**src/rtl/c_arbiter_v2_spec.sv**
```systemverilog
// Packs a window of clauses onto the non-full queues in order and reports how many were taken; never stalls.
// Latency: 1 cycle with C_ARBITER_REG_OUT_EN defined, otherwise 0; the full_in bits are the only backpressure.
module c_arbiter_v2_spec #(
  parameter int OUTPUT_CNT      = 4,
  parameter int CLAUSE_WIDTH    = 2,
  parameter int ELEMENT_CNT     = 4,
  parameter int ELEMENT_BIT_CNT = $clog2(ELEMENT_CNT) + 1,
  parameter int CW              = CLAUSE_WIDTH * ELEMENT_BIT_CNT,
  parameter int AW              = $clog2(OUTPUT_CNT) + 1
) (
  input  logic                             clock,
  input  logic                             reset,
  input  logic [OUTPUT_CNT-1:0][CW-1:0]    clause_in,
  input  logic [OUTPUT_CNT-1:0]            full_in,
  output logic [OUTPUT_CNT-1:0][CW-1:0]    clause_out,
  output logic [AW-1:0]                    clause_accept_out
);

  logic [OUTPUT_CNT-1:0][CW-1:0] arb_clause;
  logic [AW-1:0]                 arb_cnt;
  int                            k;

  // k counts the free queues seen so far, which is also the next window slot to hand out.
  always_comb begin
    arb_clause = '0;
    k          = 0;
    for (int q = 0; q < OUTPUT_CNT; q++) begin
      if (!full_in[q]) begin
        arb_clause[q] = clause_in[k];
        k             = k + 1;
      end
    end
    arb_cnt = AW'(k);
  end

`ifdef C_ARBITER_REG_OUT_EN
  always_ff @(posedge clock) begin
    if (reset) begin
      clause_out        <= '0;
      clause_accept_out <= '0;
    end else begin
      clause_out        <= arb_clause;
      clause_accept_out <= arb_cnt;
    end
  end
`else
  // Clock and reset only matter to the registered build.
  logic unused_clk_rst;
  assign unused_clk_rst    = clock ^ reset;
  assign clause_out        = arb_clause;
  assign clause_accept_out = arb_cnt;
`endif

endmodule

```
**config.mk**
```make
export PLATFORM = sky130hd
export DESIGN_NAME = c_arbiter_v2_spec
export DESIGN_NICKNAME = d
export VERILOG_FILES = /design/src/rtl/c_arbiter_v2_spec.sv
export SDC_FILE = /design/constraint.sdc
export NUM_CORES = 1
export LEC_CHECK = 0
export BUFFER_PORTS_ARGS = -buffer_cell sky130_fd_sc_hd__clkbuf_2
export CAP_MARGIN = 20
export CORE_ASPECT_RATIO = 1.4
export CORE_MARGIN = 10
export CORE_UTILIZATION = 45
export DETAILED_ROUTE_END_ITERATION = 10
export PLACE_DENSITY_LB_ADDON = 0.1
export SETUP_SLACK_MARGIN = 0.2
export SYNTH_ARGS = -nofsm -noshare
export SYNTH_HDL_FRONTEND = slang
export SYNTH_SLANG_ARGS = --single-unit
```
**constraint.sdc**
```tcl
create_clock -name vclk -period 4.5
set_input_delay 0.675 -clock vclk [all_inputs]
set_output_delay 0.675 -clock vclk [all_outputs]
set_load 0.02 [all_outputs]
```
== After elaboration in Yosys (flattened, before gate mapping) ==
Cells that the tools add are included.

* Word-level logic and storage cells: 23
* Bits in registers: 0
* Output and inout port bits: 27
* Input port bits: 30

* Magnitude comparators: 3
* Mux-type cells: 17
* Add/sub/neg operators: 3

{| class="wikitable"
|+ Operators with widths
! operator !! number
|-
| < comparator 32 x 4 -> 1 bit (second input constant) || 3
|-
| adder 32 x 2 -> 32 bit (second input constant) || 2
|-
| 2-to-1 mux 32 bit || 2
|-
| 2-to-1 mux 6 bit || 10
|-
| binary-select mux 6 bit (select 2 bit) || 3
|-
| adder 3 x 2 -> 3 bit (second input constant) || 1
|-
| 2-to-1 mux 3 bit || 1
|-
| 2-to-1 mux 1 bit || 1
|}

== Depth between registers and ports, before layout ==
* Depth after elaboration: 9
* Mapped depth: 9
* Gate-level depth less buffers: 7

== Worst setup path after synthesis ==
OpenSTA, ideal clock, no wires.

* Path type: input port to output port
* From: input full_in[0]
* To: output clause_accept_out[2]
* Arrival: 2.268 ns
* Slack: 1.557 ns
* Required time: 3.825 ns
* Stages: 9
* Buffers on the path: 2
* Cell sequence: buf_2 > inv_1 > ha_1 > buf_6 > and2b_4 > nor2_1 > ha_1 > nor2b_1 > xnor2_1

* Cells in the longest elaborated chain, start to end: 7

{| class="wikitable"
|+ RTL lines
! what !! RTL line !! source
|-
| start: declaration || 14 || <nowiki>input logic [OUTPUT_CNT-1:0] full_in,</nowiki>
|-
| 2-to-1 mux 1 bit * || 28 || <nowiki>if (!full_in[q]) begin</nowiki>
|-
| adder 32 x 2 -> 32 bit || 30 || <nowiki>k = k + 1;</nowiki>
|-
| 2-to-1 mux 32 bit * || 28 ||
|-
| adder 32 x 2 -> 32 bit || 30 ||
|-
| 2-to-1 mux 32 bit * || 28 ||
|-
| adder 3 x 2 -> 3 bit || 30 ||
|-
| 2-to-1 mux 3 bit * || 28 ||
|-
| end: declaration || 16 || <nowiki>output logic [AW-1:0] clause_accept_out</nowiki>
|}

Mark *: on every way between the ends. The rest lies on a longest branch, timed or not.

== Final worst setup path ==
* From: input full_in[0]
* To: output clause_accept_out[1]

Same word-level chain as after synthesis.

==> run metrics <==
share of the synthesized area in the top cell type 0.1912; Residual DRC 0; Post-Syn Instances 93; via count 910; Leak around 0.57 nW; Hold EP clause_out[4]; Nets 175; Die X-Extent 56.18 µm; GRT Total Usage 0.1193; PwrDens 137.8 nW/µm²; syn_nets 126; register share of total power 0; hold path startpoint clause_in[4]; Fin. Hold Viols 0; CP Buf/Inv Count 3; Seq. cell area 0 µm²; detailed-route wire length roughly 2.6 mm; global-route wire length before repair 4.305 mm; max incr delay on CP 550 ps; Buffers on Ports 55; Clk pwr share 0; synthesized area per cell 8.866 µm²; Slew @ Worst Pin 628.9 ps; Worst slew margin 0.5807; Distinct cells, synth 26; Die Y between 70 and 80 µm; Sw Share 0.5678; core area about 1800 µm²; sw power 0.00008349 W; seq_cells 0; Final Util 0.6076; CP endpoint kind output port; Antenna diodes 0; most common cell after layout, fill and taps aside clkbuf_2; sequential area share after synthesis 0; die area slightly below 4000 µm²; Sum Neg Setup Slack 0 ps; DP HPWL 2.110 mm; most frequent cells in the layout clkbuf_2, mux2i_1, nor2b_1, nor2_1, mux4_1; fmax around 280 MHz; GPL Wtd Cong 0.7606; largest area contributor in the netlist mux4_1; antenna violations before repair 0; outcome completed; vias in the first global route 961; category of the most critical setup path input port to output port; largest net degree at the start of global routing 25; Avg WL per Cell 16.36 µm; hold path cells 3; RSZ-0062 raised after global routing false; Pint 0.00006356 W; CP delay by family, top adder cells; Final ANT Viol Nets 0; post-CTS setup repair buffer count 0; crit start category input port; Starting Density 0.4694; # rows 18; Crit-path slowest cell xnor2_2; Cell Chain, Critical Path clkbuf_2 > inv_1 > ha_1 > xnor2_2 > ha_1 > mux2_2 > clkbuf_2; share of layout cells above drive strength 1 0.4643; maxcap violations 0; Final Max Tran Viols 0; synthesized area 824.5 µm²; GRT Residual Overflow 0; Vias/cell 5.688; post_cts resized 0; Tightest Hold Check Type input port to output port; First DRT Iteration DRCs 12; Area growth syn-to-layout 29.44%; CLK BUF 0; number of synthesis warnings 0; post-route minimum period 3542 ps; Synth area leaders mux4_1, mux2i_1, nor2b_1; Arr. time, crit path 2870 ps; Tcrit/Tclk final 0.7871; IO Pins 57; Final setup viols 0; maximum VDD drop 62.55 µV; combinational power share 1.000; Max FO, Critical Path 14; # hold bufs at CTS 0; critical path required time 3830 ps; first drt pass iteration count 4
[area by class of cell]
type               count  area [µm²]
inverters              2       7.507
repair buffers        55       275.3
multi-input cells     83       759.5
fillers              172       689.4
well taps             20       25.02
[power groups by stage]
stage	Sequential [W]	Clock (W)	Combinational, W
final	0	0	0.000147
after CTS	0	0	0.000148
after floorplan	0	0	0.000101
after detailed placement	0	0	0.000148
after global routing	0	0	0.000160
after global placement	0	0	0.000146
[synthesized netlist by cell type]
master    count
mux2i_1      15
nor2b_1      14
nor2_1       10
mux4_1        6
o21ai_0       5
o221ai_1      5
a22oi_1       3
and3b_1       3
and3b_2       3
buf_2         3
clkbuf_1      3
ha_1          3
a32oi_1       2
and3_2        2
inv_1         2
mux2_2        2
nor3b_1       2
xnor2_1       2
and2b_4       1
buf_12        1
buf_6         1
nand3b_1      1
o21bai_1      1
or2_2         1
or3_1         1
xnor2_2       1
[cells by family after synthesis]
family          count (synthesis)  share of synthesized area
mux                            23                     0.4006
simple gates                   38                     0.2929
compound gates                 16                     0.1411
buf+inv                        10                    0.07890
fa+ha+maj                       3                    0.04553
xor+xnor                        3                    0.04098
[per-layer routing]
metal	track usage	routed length, µm
met1	0.1345	1087
met2	0.2250	1323
met3	0.03571	206
met4	0	0
met5	0	0
[worst max path at each step]
| stage | startpoint | end | cells after the start |
|---|---|---|---|
| finish | full_in[0] | clause_accept_out[1] | 7 |
| global route | full_in[0] | clause_accept_out[1] | 7 |
| floorplan | full_in[0] | clause_accept_out[2] | 9 |
| CTS | full_in[0] | clause_accept_out[1] | 7 |
| detailed placement | full_in[0] | clause_accept_out[1] | 7 |
| global placement | full_in[0] | clause_accept_out[1] | 7 |
[per-stage QoR]
step / hold slack (ps) / instance area (µm²) / setup slack, ps / std cells / total power [W]
after floorplan: 1430 / 824.5 / 1557 / 93 / 0.0001006
after global placement: 1722 / 1067 / 964.4 / 160 / 0.0001459
after detailed placement: 1725 / 1067 / 939.1 / 160 / 0.0001480
after CTS: 1728 / 1067 / 936.7 / 160 / 0.0001484
after global routing: 1745 / 1067 / 805.9 / 160 / 0.0001599
final: 1723 / 1067 / 958.3 / 160 / 0.0001470
Power figures use the tool's default switching activity.
